$ cat src/rtl/loader_pkg.sv
// Shared types and constants for the program loader: FSM states, header size
// and the default acknowledge byte.
package loader_pkg;

  typedef enum logic [2:0] {
    IDLE,
    HDR,
    DATA,
    WRITE,
    DONE,
    ERR
  } state_t;

  localparam int unsigned HDR_BYTES        = 4;
  localparam logic [7:0]  DEFAULT_ACK_BYTE = 8'hAA;

endpackage

$ cat src/rtl/byte_packer.sv
// Little-endian byte accumulator: each push lands at the next byte lane, and
// full_c flags the push that completes the word.
module byte_packer #(
  parameter int unsigned NBYTES = 4
) (
  input  logic                  clk,
  input  logic                  rst_n,
  input  logic                  clr,
  input  logic                  push,
  input  logic [7:0]            din,
  output logic [NBYTES*8-1:0]   word_c,
  output logic                  full_c
);

  localparam int unsigned CW = (NBYTES > 1) ? $clog2(NBYTES) : 1;

  logic [NBYTES*8-1:0] word_q;
  logic [CW-1:0]       cnt;
  logic [CW-1:0]       cnt_d;

  // word_c already contains this cycle's byte so a consumer can use it at once
  always_comb begin
    word_c = word_q;
    cnt_d  = cnt;
    full_c = 1'b0;
    if (clr) begin
      word_c = '0;
      cnt_d  = '0;
    end else if (push) begin
      word_c[32'(cnt) * 32'd8 +: 8] = din;
      full_c = (cnt == CW'(NBYTES - 1));
      cnt_d  = full_c ? '0 : cnt + 1'b1;
    end
  end

  always_ff @(posedge clk or negedge rst_n) begin
    if (!rst_n) begin
      word_q <= '0;
      cnt    <= '0;
    end else begin
      word_q <= word_c;
      cnt    <= cnt_d;
    end
  end

endmodule

$ cat src/rtl/prog_loader.sv
// Receives a length-prefixed program over a byte stream, writes it word by word
// into instruction memory, then raises done and sends an acknowledge byte.
module prog_loader
  import loader_pkg::*;
#(
  parameter int unsigned           DATA_WIDTH = 32,
  parameter int unsigned           ADDR_WIDTH = 32,
  parameter int unsigned           MAX_WORDS  = 4096,
  parameter logic [7:0]            ACK_BYTE   = DEFAULT_ACK_BYTE,
  parameter logic [ADDR_WIDTH-1:0] BASE_ADDR  = '0
) (
  input  logic                  clk,
  input  logic                  rst_n,
  input  logic                  start,
  input  logic                  rx_valid,
  input  logic [7:0]            rx_data,
  output logic                  we,
  output logic [ADDR_WIDTH-1:0] addr,
  output logic [DATA_WIDTH-1:0] dout,
  output logic                  busy,
  output logic                  done,
  output logic                  err,
  output logic                  tx_valid,
  output logic [7:0]            tx_data
);

  localparam int unsigned BPW   = DATA_WIDTH / 8;
  localparam int unsigned CNT_W = 32;
  localparam int unsigned LEN_W = HDR_BYTES * 8;

  state_t state;
  state_t state_d;

  logic [CNT_W-1:0]      word_cnt;
  logic [CNT_W-1:0]      word_cnt_d;

  logic                  hdr_clr;
  logic                  hdr_push;
  logic                  hdr_full_c;
  logic [LEN_W-1:0]      hdr_word_c;

  logic                  dat_clr;
  logic                  dat_push;
  logic                  dat_full_c;
  logic [DATA_WIDTH-1:0] dat_word_c;

  logic                  we_d;
  logic [ADDR_WIDTH-1:0] addr_d;
  logic [DATA_WIDTH-1:0] dout_d;
  logic                  busy_d;
  logic                  done_d;
  logic                  err_d;
  logic                  tx_valid_d;
  logic [7:0]            tx_data_d;

  byte_packer #(.NBYTES(HDR_BYTES)) u_hdr (
    .clk    (clk),
    .rst_n  (rst_n),
    .clr    (hdr_clr),
    .push   (hdr_push),
    .din    (rx_data),
    .word_c (hdr_word_c),
    .full_c (hdr_full_c)
  );

  byte_packer #(.NBYTES(BPW)) u_dat (
    .clk    (clk),
    .rst_n  (rst_n),
    .clr    (dat_clr),
    .push   (dat_push),
    .din    (rx_data),
    .word_c (dat_word_c),
    .full_c (dat_full_c)
  );

  // Next state; the header packer holds len untouched until the next start
  always_comb begin
    state_d    = state;
    word_cnt_d = word_cnt;
    hdr_clr    = 1'b0;
    hdr_push   = 1'b0;
    dat_clr    = 1'b0;
    dat_push   = 1'b0;
    unique case (state)
      IDLE, DONE, ERR: begin
        if (start) begin
          state_d    = HDR;
          hdr_clr    = 1'b1;
          dat_clr    = 1'b1;
          word_cnt_d = '0;
        end
      end
      HDR: begin
        if (rx_valid) begin
          hdr_push = 1'b1;
          if (hdr_full_c) begin
            if (hdr_word_c == '0)                    state_d = DONE;
            else if (hdr_word_c > LEN_W'(MAX_WORDS)) state_d = ERR;
            else                                     state_d = DATA;
          end
        end
      end
      DATA: begin
        if (rx_valid) begin
          dat_push = 1'b1;
          if (dat_full_c) state_d = WRITE;
        end
      end
      WRITE: begin
        word_cnt_d = word_cnt + 32'd1;
        state_d    = (word_cnt_d == hdr_word_c) ? DONE : DATA;
      end
      default: state_d = IDLE;
    endcase
  end

  // Output values for the coming cycle, derived from where the FSM is heading
  always_comb begin
    we_d       = (state_d == WRITE);
    addr_d     = addr;
    dout_d     = dout;
    busy_d     = (state_d == HDR) || (state_d == DATA) || (state_d == WRITE);
    done_d     = (state_d == DONE);
    err_d      = (state_d == ERR);
    tx_valid_d = (state_d == DONE) && (state != DONE);
    tx_data_d  = tx_data;
    if (we_d) begin
      addr_d = BASE_ADDR + ADDR_WIDTH'(word_cnt * CNT_W'(BPW));
      dout_d = dat_word_c;
    end
    if (tx_valid_d) tx_data_d = ACK_BYTE;
  end

  always_ff @(posedge clk or negedge rst_n) begin
    if (!rst_n) begin
      state    <= IDLE;
      word_cnt <= '0;
      we       <= 1'b0;
      addr     <= BASE_ADDR;
      dout     <= '0;
      busy     <= 1'b0;
      done     <= 1'b0;
      err      <= 1'b0;
      tx_valid <= 1'b0;
      tx_data  <= '0;
    end else begin
      state    <= state_d;
      word_cnt <= word_cnt_d;
      we       <= we_d;
      addr     <= addr_d;
      dout     <= dout_d;
      busy     <= busy_d;
      done     <= done_d;
      err      <= err_d;
      tx_valid <= tx_valid_d;
      tx_data  <= tx_data_d;
    end
  end

endmodule

$ cat config.mk
export PLATFORM = sky130hd
export DESIGN_NAME = prog_loader
export DESIGN_NICKNAME = d
export VERILOG_FILES = /design/src/rtl/loader_pkg.sv /design/src/rtl/byte_packer.sv /design/src/rtl/prog_loader.sv
export SDC_FILE = /design/constraint.sdc
export NUM_CORES = 1
export LEC_CHECK = 0
export CAP_MARGIN = 20
export CORE_MARGIN = 2
export CORE_UTILIZATION = 60
export DETAILED_ROUTE_END_ITERATION = 10
export GPL_TIMING_DRIVEN = 0
export PLACE_DENSITY = 0.85
export SYNTH_ARGS = -nofsm -noshare
export SYNTH_HDL_FRONTEND = slang
export SYNTH_SLANG_ARGS = --single-unit
$ cat constraint.sdc
create_clock -name clk -period 9.76 [get_ports clk]
set_input_delay 1.952 -clock clk [delete_from_list [all_inputs] [get_ports clk]]
set_output_delay 1.952 -clock clk [all_outputs]
set_load 0.05 [all_outputs]
After elaboration in Yosys (flattened, before gate mapping) --
Cells that the tools add are included.
Cells by class: shifts and indexed selects 4, muxes and demuxes 32, order comparisons 1, reduce and logical (&&, ||, !) cells 10, $add $sub $neg 5, equal/unequal tests 15
Operators by type and width (count):
- 32-bit 2-to-1 mux | 5
- 5-bit negation with 34-bit output | 2
- 8-bit by 34-bit variable shift with 32-bit output (first input constant) | 2
- 8-bit by 34-bit indexed part select with 32-bit output | 2
- 32-bit bitwise mux | 2
- 32-bit case mux with 2 select lines | 1
- 32-bit by 1-bit adder with 32-bit output (second input constant) | 1
- 32-bit equality test | 1
- 32-bit by 13-bit > comparator with 1-bit output (second input constant) | 1
- 32-bit zero test | 1
- 3-bit 2-to-1 mux | 8
- 3-bit by 2-bit equality test with 1-bit output (second input constant) | 4
- 3-bit equality test (second input constant) | 4
- 2-bit 2-to-1 mux | 6
- 3-bit case mux with 4 select lines | 1
- 1-bit 2-to-1 mux | 9
- 3-bit by 1-bit equality test with 1-bit output (second input constant) | 2
- 2-bit nonzero test | 3
- 2-bit by 1-bit adder with 2-bit output (second input constant) | 2
- 2-bit equality test (second input constant) | 2
- 3-bit zero test | 1
- 3-bit != test (second input constant) | 1
- 3-bit OR reduction | 1
- 1-bit logical OR | 2
- other kinds (3) | 3
Word-level totals: flip-flop bits (word level) 171, logic and storage cells 81, bits of input ports 12

Logic depth before layout (Yosys ltp) --
Gate-level depths: netlist (run 1).
word-level depth 14, gate-level depth with buffers 14, depth with buffers taken out 11

Modules after synthesis --
A second synthesis (run 1) with hierarchy kept.
Unflattened totals: cell total of the unflattened synthesis 987, area, all modules 8759.7 um2
Modules (own cells, without submodules):
- prog_loader | instances 1, area an instance 5589.1 um2, cells each 676, sequential area each 2577.5 um2
- byte_packer (u_hdr) | instances 1, area an instance 1612.8 um2, cells each 161, sequential area each 850.8 um2
- byte_packer (u_dat) | instances 1, area an instance 1557.7 um2, cells each 150, sequential area each 850.8 um2

Least setup slack after synthesis (run 1) --
Ideal clock, no wire load.
path kind in2reg, start input port rx_valid, end register busy, data arrival time 4075 ps, data required time 9640 ps, stages on the path 9, setup time 120 ps, setup slack 5565 ps, path through and4bb_4 > nand2_2 > o31ai_1 > mux2_2 > mux2i_1 > a21oi_1 > nor4b_2 > nand4_2 > and3b_1
On the way: word-level cells in the longest chain between the ends 13, elaborated cells between the ends (all ways) 25
RTL lines:
- start, declared | RTL line prog_loader.sv:15 | input logic rx_valid,
- 1-bit 2-to-1 mux * | RTL line prog_loader.sv:94 | if (rx_valid) begin
- 1-bit 2-to-1 mux * | RTL line prog_loader.sv:84 | unique case (state)
- 32-bit 2-to-1 mux * | RTL line byte_packer.sv:29 | end else if (push) begin
- 32-bit 2-to-1 mux * | RTL line byte_packer.sv:26 | if (clr) begin
- via hdr_word_c[11] | RTL line prog_loader.sv:40 | logic [LEN_W-1:0] hdr_word_c;
- 32-bit by 13-bit > comparator with 1-bit output | RTL line prog_loader.sv:98 | else if (hdr_word_c > LEN_W'(MAX_WORDS)) state_d = ERR;
- 3-bit 2-to-1 mux | RTL line prog_loader.sv:98
- 3-bit 2-to-1 mux | RTL line prog_loader.sv:97 | if (hdr_word_c == '0) state_d = DONE;
- 3-bit 2-to-1 mux | RTL line prog_loader.sv:96 | if (hdr_full_c) begin
- 3-bit 2-to-1 mux | RTL line prog_loader.sv:94
- 3-bit case mux with 4 select lines * | RTL line prog_loader.sv:84
- 3-bit by 1-bit equality test with 1-bit output / 3-bit by 2-bit equality test with 1-bit output (equally long branches) | RTL line prog_loader.sv:122 | busy_d = (state_d == HDR) || (state_d == DATA) || (state_d == WRITE);
- 1-bit logical OR | RTL line prog_loader.sv:122
- 1-bit logical OR * | RTL line prog_loader.sv:122
- via busy_d | RTL line prog_loader.sv:50 | logic busy_d;
- end signal, assigned | RTL line prog_loader.sv:152 | busy <= busy_d;
- end, declared | RTL line prog_loader.sv:20 | output logic busy,
Mark *: on every way through the listed nets, which the timed path passes. The rest lies on a longest branch. A chain may end at the register's enable or synchronous reset.

Worst setup path after layout (run 1) --
Same ends and word-level chain as after synthesis.

==> results.md, run 1 <==
- Outcome: completed
- Met3 capacity usage during global routing: 6.790%
- Later-pin clock latency in the skew report: 0.45 ns
- HP Class: reg2reg
- Cell count after synthesis: 904
- Worst supply voltage drop on vdd: 0.2477 mV
- Biggest area consumer among synthesized cells: sky130_fd_sc_hd__dfrtp_1
- Global-route met1 utilization: 41.84%
- Longest Clk Path Bufs: 2
- Unique masters post-synth: 83
- Worst setup path category: in2reg
- Vias per cell: 6.413
- Total routing resource utilization after global routing: 29.96%
- Die Wd: 127.0 um
- Required time of the critical path: 10.09 ns
- Worst Path Arrival: 5.36 ns
- Core occupancy in the finished layout: 73.51%
- Total power consumption of the routed design: 2.975 mW
- Final non-filler cell area: 0.01077 mm2
- Measured slew at the worst slew-check pin: 1.214 ns
- Wire length of the first global-routing pass: 37.84 mm
- Count of hold-fix buffers inserted at cts: 0
- Crit path max-delay cell type: sky130_fd_sc_hd__o31ai_1
- Total of fill cells in the finished design: 1049
- Site row count: 44
- Number of clock sinks seen by CTS: 171
- # nets final: 1032
- H-tree lvl count: 4
- Initial core utilization: 61.95%
- Routed wire length: 23.75 mm
- Cell area after placement: 0.01013 mm2
- Share of flip-flops with an asynchronous set or reset: 100.0%
- Number of maximum-capacitance constraint violations: 0
- Detailed placer's ending HPWL: 16.02 mm
- Antenna diode count: 0
- Biggest fanout along the worst timing path: 6
- Share of synthesized area occupied by flip-flops and latches: 47.17%
- Total setup buffers inserted after CTS: 0
- Static leakage power: 4.621 nW
- Worst setup margin: 4.725 ns
- Setup TNS: 0 ns
- RSZ-0062 raised after global routing: no
- Area share of the largest cell type after synthesis: 47.17%
- Relative area change from synthesis to final layout: 18.66%
- Number of warning messages in the yosys log: 0
- Starting DRT DRC Count: 912
- Synthesized area per cell: 10.04 um2
- Final number of setup-violating endpoints: 0
- Delay of the slowest cell on the worst path: 0.77 ns
- Routed WL per cell: 19.72 um
- Share of layout cells above drive strength 1: 15.78%
- Fmax achieved: 0.1986 GHz
- Critical path endpoint category: register
- DRC violation count after routing: 0
- Number of buffers added on ports: 78
- DIE AREA: 0.01612 mm2
- Number of enable flip-flop cells after synthesis: 0
- Pre-CTS worst setup slack: 4.372 ns
- Predominant post-synthesis flop cell: sky130_fd_sc_hd__dfrtp_1
- Pwr Density: 276.4 mW/mm2
- TritonCTS clock tree: yes
- Gates resized, CTS repair: 0
- Final-report hold violation count: 0
- Vias in the first global route: 7351
- Clock slew seen by the registers of the worst setup and hold paths: 0.07 ns
- Critical Path, Cell by Cell: clkdlybuf4s50_1 -> and4bb_4 -> nand2_2 -> o31ai_1 -> mux2_2 -> mux2i_1 -> a21oi_1 -> nor4b_2 -> nand4_2 -> and3b_1
- Clock Root Buffer: sky130_fd_sc_hd__clkbuf_16
- Mapped Area: 0.009072 mm2
- Antenna Nets Post-Route: 0
- Global route overflow: 0
- Clock tree skew after final layout: 0.01297 ns
- Total iterations of the first detailed-routing run: 7
- Placeable core region: 0.01464 mm2
- Most area-consuming cells after synthesis: sky130_fd_sc_hd__dfrtp_1, sky130_fd_sc_hd__mux2_2, sky130_fd_sc_hd__nand2_1
- Antenna violations before repair: 0
- Final worst path period need: 5.035 ns
- Largest net degree at the start of global routing: 107
- Vias after detailed routing: 7721
- I/O pins: 89
- Height of the die: 127.0 um
- Met2 Use GR: 45.51%
- Final number of max-transition violations: 0
- Number of CTS-inserted buffers: 17
- Final period util: 51.59%
- Weighted congestion reported at the end of routability-driven placement: 0.9707
- Worst slew margin relative to its limit: 18.29%
- Launching element type of the critical path: primary input
- Busiest layer in global routing: met2
- Post-synthesis sequential element count: 171
[power breakdown]
| group | switching, mW | internal, mW |
|---|---|---|
| combinational | 0.802 | 0.434 |
| clock | 0.337 | 0.372 |
| sequential | 0.124 | 0.906 |
| total | 1.26 | 1.71 |
[worst max-delay path: cells and delay by family]
| family | cells | cell delay [ns] |
|---|---|---|
| mux | 2 | 0.55 |
| simple gates | 5 | 1.39 |
| buf+inv | 1 | 0.54 |
| compound gates | 2 | 0.92 |
[metrics by stage]
step / std cells / hold slack [ns]
floorplan: 909 / 0.4700
global placement: 1171 / 0.4659
detailed placement: 1172 / 0.4739
CTS: 1204 / 0.4905
global route: 1204 / 0.5117
finish: 1204 / 0.4849
[synthesized netlist by cell type, drive strengths merged, types with 7 or more instances]
library cell    n
and3            7
and2           14
inv            20
and4            8
buf            38
o21ai          66
nor4           13
clkbuf         37
nand3          49
xnor2          27
o221ai          8
nor3b           7
dfrtp         171
nand4          42
nand2          95
nor2           33
o211ai          7
mux2           62
xor2           13
ha             13
nor3           14
a21oi          66
mux2i           7
o31ai          17
[sequential cells by signal (all words and copies together) (netlist names), 2 cells and up]
register	flops
addr	30
dout	32
state	3
u_dat.cnt	2
u_dat.word_q	32
u_hdr.cnt	2
u_hdr.word_q	32
word_cnt	32
[logic make-up after synthesis]
kind of cell | count (synthesis) | share of synthesized area, %
buffers and inverters | 96 | 5.034
DFF | 171 | 47.17
other | 1 | 0.04133
AOI/OAI and AO/OA | 201 | 14.05
muxes | 69 | 8.468
xor gates and xnor gates | 41 | 4.193
adders and majority gates | 13 | 1.793
and+or+nand+nor | 312 | 19.25
[path summary, 6_finish.rpt]
check / from / endpoint / slack (ns) / cells past startpoint
min: addr[8]$_DFFE_PN0P_ / addr[8]$_DFFE_PN0P_ / 0.48 / 2
min reg2reg: addr[8]$_DFFE_PN0P_ / addr[8]$_DFFE_PN0P_ / 0.48 / 2
max reg2reg: u_hdr.cnt[0]$_DFFE_PN0P_ / busy$_DFF_PN0_ / 5.86 / 13
max: rx_valid / busy$_DFF_PN0_ / 4.72 / 10
max in group asynchronous: rst_n / tx_data[1]$_DFFE_PN0P_ / 7.40 / 2
min in group asynchronous: rst_n / addr[14]$_DFFE_PN0P_ / 1.45 / 1
[layout make-up]
| class | count | area (um2) | share of cell area (%) |
|---|---|---|---|
| Tap cell | 184 | 230.2 | 2.139 |
| Inverter | 21 | 78.83 | 0.7322 |
| Timing Repair Buffer | 79 | 813.3 | 7.555 |
| Multi-Input combinational cell | 642 | 4355 | 40.46 |
| Clock buffer | 17 | 425.4 | 3.952 |
| Sequential cell | 171 | 4279 | 39.75 |
| Buffer | 75 | 377.9 | 3.510 |
| Clock inverter | 15 | 205.2 | 1.906 |
[cell usage in the layout, fill, tap and decap left out, types with 13 or more instances in the layout]
cell | netlist | routed
sky130_fd_sc_hd__a21oi_1 | 63 | 63
sky130_fd_sc_hd__and2_1 | 13 | 13
sky130_fd_sc_hd__buf_2 | 13 | 13
sky130_fd_sc_hd__buf_4 | 13 | 13
sky130_fd_sc_hd__clkbuf_1 | 36 | 36
sky130_fd_sc_hd__clkbuf_16 | 0 | 17
sky130_fd_sc_hd__clkdlybuf4s50_1 | 0 | 77
sky130_fd_sc_hd__dfrtp_1 | 171 | 171
sky130_fd_sc_hd__ha_1 | 13 | 13
sky130_fd_sc_hd__inv_1 | 20 | 20
sky130_fd_sc_hd__mux2_2 | 62 | 62
sky130_fd_sc_hd__nand2_1 | 92 | 92
sky130_fd_sc_hd__nand3_1 | 48 | 48
sky130_fd_sc_hd__nand4_1 | 40 | 40
sky130_fd_sc_hd__nor2_1 | 31 | 31
sky130_fd_sc_hd__nor3_1 | 13 | 13
sky130_fd_sc_hd__o21ai_0 | 58 | 58
sky130_fd_sc_hd__o31ai_1 | 14 | 14
sky130_fd_sc_hd__xnor2_1 | 27 | 27
[per-layer routing]
layer	vias up	share of wire [%]
met4	0	3.2
met1	3707	41
li1	3467	-
met2	467	46
met3	80	9.8
met5	-	0
Power figures use the tool's default switching activity.
==> inputs of run 2 (changes only) <==
- CORE_UTILIZATION: 60 -> 58
- PLACE_DENSITY: 0.85 -> 0.83
- clock period: 9.76 -> 4.8 ns (I/O delays scaled with it)
==> run 2 against run 1 <==
  * Utilization decreased by 2.8 points
  * Sequential share of layout area down 0.074 points
  * Power increased by 100%
  * Non-clock buffer count is 1 higher
  * Highest routed layer unchanged
  * Global-route usage down 0.49 points
  * Setup slack worse by 4.0 ns
  * Via count down 1.7%
  * Wire length shrank 1.3%
  * Sequential cell count unchanged
  * Cell count increased by 2.3%
  * Clock power rose by 100%
  * Hold slack lost 0.053 ns
==> results.md, run 2 (synthesis results as in run 1) <==
- Worst Path Arrival: 4.36 ns
- H-tree lvl count: 4
- Biggest fanout along the worst timing path: 10
- Total routing resource utilization after global routing: 29.47%
- Relative area change from synthesis to final layout: 18.88%
- Global route overflow: 0
- Final period util: 84.30%
- Measured slew at the worst slew-check pin: 0.9933 ns
- Vias in the first global route: 7253
- Filler-free cell count of the finished design: 1232
- Count of hold-fix buffers inserted at cts: 0
- Fmax achieved: 0.2471 GHz
- I/O pins: 89
- Initial core utilization: 59.46%
- TritonCTS clock tree: yes
- Share of layout cells above drive strength 1: 15.87%
- Total setup buffers inserted after CTS: 0
- Antenna diode count: 0
- Most common cell after layout, fill and taps aside: sky130_fd_sc_hd__dfrtp_1
- Routed wire length: 23.44 mm
- Critical Path, Cell by Cell: clkdlybuf4s50_1 -> nor4bb_1 -> clkbuf_1 -> nand2_1 -> clkinv_1 -> buf_1 -> mux2_2
- Total power consumption of the routed design: 6.063 mW
- Cell area after placement: 0.01017 mm2
- Commonest cells after routing, fill and taps aside: sky130_fd_sc_hd__dfrtp_1, sky130_fd_sc_hd__nand2_1, sky130_fd_sc_hd__clkdlybuf4s50_1, sky130_fd_sc_hd__a21oi_1, sky130_fd_sc_hd__mux2_2
- Gates resized, CTS repair: 0
- Site row count: 45
- Number of clock sinks seen by CTS: 171
- Total iterations of the first detailed-routing run: 5
- Starting DRT DRC Count: 833
- Vias per cell: 6.160
- Critical path endpoint category: register
- Number of maximum-capacitance constraint violations: 0
- Setup TNS: 0 ns
- # nets final: 1033
- Worst setup path category: in2reg
- DIE AREA: 0.01666 mm2
- Delay of the slowest cell on the worst path: 0.79 ns
- DRC violation count after routing: 0
- Required time of the critical path: 5.12 ns
- Weighted congestion reported at the end of routability-driven placement: 0.9850
- Die Wd: 129.1 um
- Longest Clk Path Bufs: 2
- Final non-filler cell area: 0.01079 mm2
- Number of CTS-inserted buffers: 17
- RSZ-0062 raised after global routing: no
- Detailed placer's ending HPWL: 16.43 mm
- Worst supply voltage drop on vdd: 0.4795 mV
- Clock Root Buffer: sky130_fd_sc_hd__clkbuf_16
- Clock slew seen by the registers of the worst setup and hold paths: 0.07 ns
- Final worst path period need: 4.046 ns
- Top cell family by delay on the critical path: buffers and inverters
- Launching element type of the critical path: primary input
- Crit path max-delay cell type: sky130_fd_sc_hd__nor4bb_1
- Number of buffers added on ports: 78
- Wire length of the first global-routing pass: 37.70 mm
- Clock tree skew after final layout: 0.01481 ns
- Final number of max-transition violations: 0
- HP Class: in2async
- Antenna violations before repair: 0
- Routed WL per cell: 19.02 um
- Placeable core region: 0.01526 mm2
- Later-pin clock latency in the skew report: 0.44 ns
- Worst slew margin relative to its limit: 33.27%
- Height of the die: 129.1 um
- Final-report hold violation count: 0
- Pwr Density: 562.1 mW/mm2
- Outcome: completed
- Vias after detailed routing: 7589
- Count of buffering cells on the critical path with inverters included: 4
- Cell count after placement: 1199
- Largest net degree at the start of global routing: 117
- Static leakage power: 4.633 nW
- Final number of setup-violating endpoints: 0
- Antenna Nets Post-Route: 0
## run 2: layout make-up
type                    instances  area, um2
multi-input cells             642       4355
well taps                     211      264.0
clock inverters                15      186.4
fillers                      1151       4473
plain buffers                  75      377.9
repair buffers                 80      818.3
flip-flops and latches        171       4279
inverters                      21      78.83
clock buffers                  17      425.4
## run 2: worst paths after layout
path,to,slack (ns),startpoint,cells past startpoint
setup / recovery,dout[25]$_DFFE_PN0P_,0.75,rx_valid,7
hold / removal,addr[13]$_DFFE_PN0P_,0.43,rst_n,1
setup reg to reg,busy$_DFF_PN0_,0.86,u_hdr.cnt[0]$_DFFE_PN0P_,13
hold reg to reg,addr[20]$_DFFE_PN0P_,0.48,addr[20]$_DFFE_PN0P_,2
max in group asynchronous,tx_data[1]$_DFFE_PN0P_,3.46,rst_n,2
min in group clk,addr[20]$_DFFE_PN0P_,0.48,addr[20]$_DFFE_PN0P_,2
## run 2: power by group
part	switching [mW]	internal, mW
sequential	0.246	1.84
clock	0.614	0.829
combinational	1.65	0.883
## run 2: per-layer routing
| metal | track usage, % | vias up | wire, um |
|---|---|---|---|
| li1 | - | 3462 | - |
| met1 | 42.71 | 3714 | 10110 |
| met2 | 44.13 | 361 | 10750 |
| met3 | 6.730 | 52 | 2082 |
| met4 | 10.36 | 0 | 495 |
| met5 | 0 | - | 0 |
## run 2: stage by stage
| step | setup slack [ns] | util, % | hold slack (ns) |
|---|---|---|---|
| after CTS | 0.8465 | 70.65 | 0.4449 |
| after detailed placement | 0.4612 | 66.64 | 0.4712 |
| after floorplan | 1.597 | - | 0.4700 |
| final | 0.7537 | 70.68 | 0.4316 |
| after global placement | -4.059 | 66.43 | 0.4662 |
| after global routing | 0.6196 | 70.68 | 0.4582 |
==> inputs of run 3 (changes only) <==
- clock period: 4.8 -> 3.75 ns (I/O delays scaled with it)
==> run 3 against run 2 <==
  * Setup slack lost 0.65 ns
  * Global-route usage is essentially flat
  * Clock skew down 0.0010 ns
  * Final area rose by 0.82%
  * Wire length up 1.4%
  * Power grew 28%
  * Clock power grew 28%
  * Utilization rose by 0.58 points
  * First-iteration DRC count is 11% higher
  * Largest power group unchanged
  * Highest routed layer unchanged
==> results.md, run 3 (synthesis results as in run 1) <==
- Clock Root Buffer: sky130_fd_sc_hd__clkbuf_16
- Measured slew at the worst slew-check pin: 1.007 ns
- Worst Path Arrival: 3.96 ns
- Antenna Nets Post-Route: 0
- Crit path max-delay cell type: sky130_fd_sc_hd__a2111oi_1
- Worst slew margin relative to its limit: 32.32%
- H-tree lvl count: 4
- Fmax achieved: 0.2743 GHz
- Commonest cells after routing, fill and taps aside: sky130_fd_sc_hd__dfrtp_1, sky130_fd_sc_hd__nand2_1, sky130_fd_sc_hd__clkdlybuf4s50_1, sky130_fd_sc_hd__a21oi_1, sky130_fd_sc_hd__mux2_2
- Height of the die: 129.1 um
- Launching element type of the critical path: register
- Vias per cell: 6.237
- Starting DRT DRC Count: 922
- Number of buffers added on ports: 78
- Pwr Density: 716.3 mW/mm2
- Cell area after placement: 0.01017 mm2
- Longest Clk Path Bufs: 2
- Final number of max-transition violations: 0
- Core occupancy in the finished layout: 71.27%
- Site row count: 45
- Vias after detailed routing: 7696
- Critical path endpoint category: register
- Detailed placer's ending HPWL: 16.43 mm
- I/O pins: 89
- Final number of setup-violating endpoints: 0
- Relative area change from synthesis to final layout: 19.86%
- Routed WL per cell: 19.26 um
- Final-report hold violation count: 0
- Outcome: completed
- HP Class: in2async
- Initial core utilization: 59.46%
- Final-layout worst hold slack: 0.2160 ns
- Worst supply voltage drop on vdd: 0.6136 mV
- DRC violation count after routing: 0
- Final worst path period need: 3.645 ns
- Share of layout cells above drive strength 1: 17.01%
- Die Wd: 129.1 um
- Wire length of the first global-routing pass: 37.76 mm
- Worst setup path category: reg2reg
- Antenna violations before repair: 0
- Largest net degree at the start of global routing: 117
- Critical Path, Cell by Cell: buf_6 -> inv_1 -> ha_1 -> buf_4 -> nor3b_4 -> and4_1 -> o21ai_0 -> nand3_1 -> a2111oi_1 -> nand4_1 -> nor4_4 -> nand4_4 -> and3b_1
- Placeable core region: 0.01526 mm2
- Final non-filler cell area: 0.01087 mm2
- Number of CTS-inserted buffers: 17
- Number of maximum-capacitance constraint violations: 0
- Required time of the critical path: 4.07 ns
- Global route overflow: 0
- Weighted congestion reported at the end of routability-driven placement: 0.9850
- Delay of the slowest cell on the worst path: 0.46 ns
- # nets final: 1035
- Most common cell after layout, fill and taps aside: sky130_fd_sc_hd__dfrtp_1
- Clock tree skew after final layout: 0.01380 ns
- Total routing resource utilization after global routing: 29.51%
- Filler-free cell count of the finished design: 1234
- Static leakage power: 4.654 nW
- Clock slew seen by the registers of the worst setup and hold paths: 0.07 ns
- Biggest fanout along the worst timing path: 9
- Routed wire length: 23.77 mm
- Final period util: 97.21%
- Number of clock sinks seen by CTS: 171
- Antenna diode count: 0
- Cell count after placement: 1199
- Count of hold-fix buffers inserted at cts: 0
- TritonCTS clock tree: yes
- Vias in the first global route: 7263
- Later-pin clock latency in the skew report: 0.44 ns
- DIE AREA: 0.01666 mm2
- Total iterations of the first detailed-routing run: 7
run 3: changes by cell type in the layout (fill, tap and decap cells not counted), sizes merged:
| cell | change |
|---|---|
| buf | +3 |
| clkbuf | -1 |
run 3: stage by stage:
stage	total power, mW	worst slack [ns]	TNS [ns]
4_1_cts	7.746	0.006549	0
3_5_place_dp	5.891	-0.3788	-11.53
6_report	7.789	0.1047	0
2_1_floorplan	4.873	0.5985	0
3_3_place_gp	5.806	-4.899	-846.08
5_1_grt	8.153	-0.01225	-0.06237
run 3: worst paths after layout:
check                                           end  cells past startpoint  slack [ns]                startpoint
hold reg to reg                addr[20]$_DFFE_PN0P_                      2        0.48      addr[20]$_DFFE_PN0P_
setup / recovery                     busy$_DFF_PN0_                     13        0.10  u_hdr.cnt[0]$_DFFE_PN0P_
setup reg to reg                     busy$_DFF_PN0_                     13        0.10  u_hdr.cnt[0]$_DFFE_PN0P_
hold / removal                 addr[13]$_DFFE_PN0P_                      1        0.22                     rst_n
min in group clk               addr[20]$_DFFE_PN0P_                      2        0.48      addr[20]$_DFFE_PN0P_
max in group asynchronous  u_hdr.cnt[0]$_DFFE_PN0P_                      2        2.60                     rst_n
run 3: metal layers:
layer,vias to the layer above,part of all wire (%),global-route usage (%)
met5,-,0,0
met4,0,2.2,10.55
met3,61,9.0,6.565
met2,383,46,44.10
met1,3778,43,42.87
li1,3474,-,-
run 3: cell type report:
| cell class | instances | area (um2) |
|---|---|---|
| Buffer | 74 | 374.1 |
| Clock buffer | 17 | 425.4 |
| Clock inverter | 15 | 186.4 |
| Fill cell | 1132 | 4384 |
| Inverter | 21 | 78.83 |
| Multi-Input combinational cell | 642 | 4412 |
| Sequential cell | 171 | 4280 |
| Tap cell | 211 | 264.0 |
| Timing Repair Buffer | 83 | 853.3 |
run 3: timing repair:
| action | CTS | global route |
|---|---|---|
| gates resized for setup | 3 | 10 |
| cloned | 0 | 0 |
| pin swaps | 0 | 3 |
| buffers inserted | 0 | 3 |
| setup endpoints to repair | 5 | 36 |
run 3: power breakdown:
| part | leakage (nW) | internal [mW] | switching [mW] |
|---|---|---|---|
| Sequential | 2.32 | 2.36 | 0.317 |
| Clock | 0.304 | 1.06 | 0.781 |
| Combinational | 2.03 | 1.14 | 2.13 |
| Total | 4.65 | 4.56 | 3.23 |
run 3: critical path, delay by kind of cell, from the launching register on:
kind / cells / cell delay [ns]
fa+ha+maj: 1 / 0.29
flops: 1 / 0.41
compound gates: 2 / 0.84
simple gates: 7 / 1.59
buf+inv: 3 / 0.40
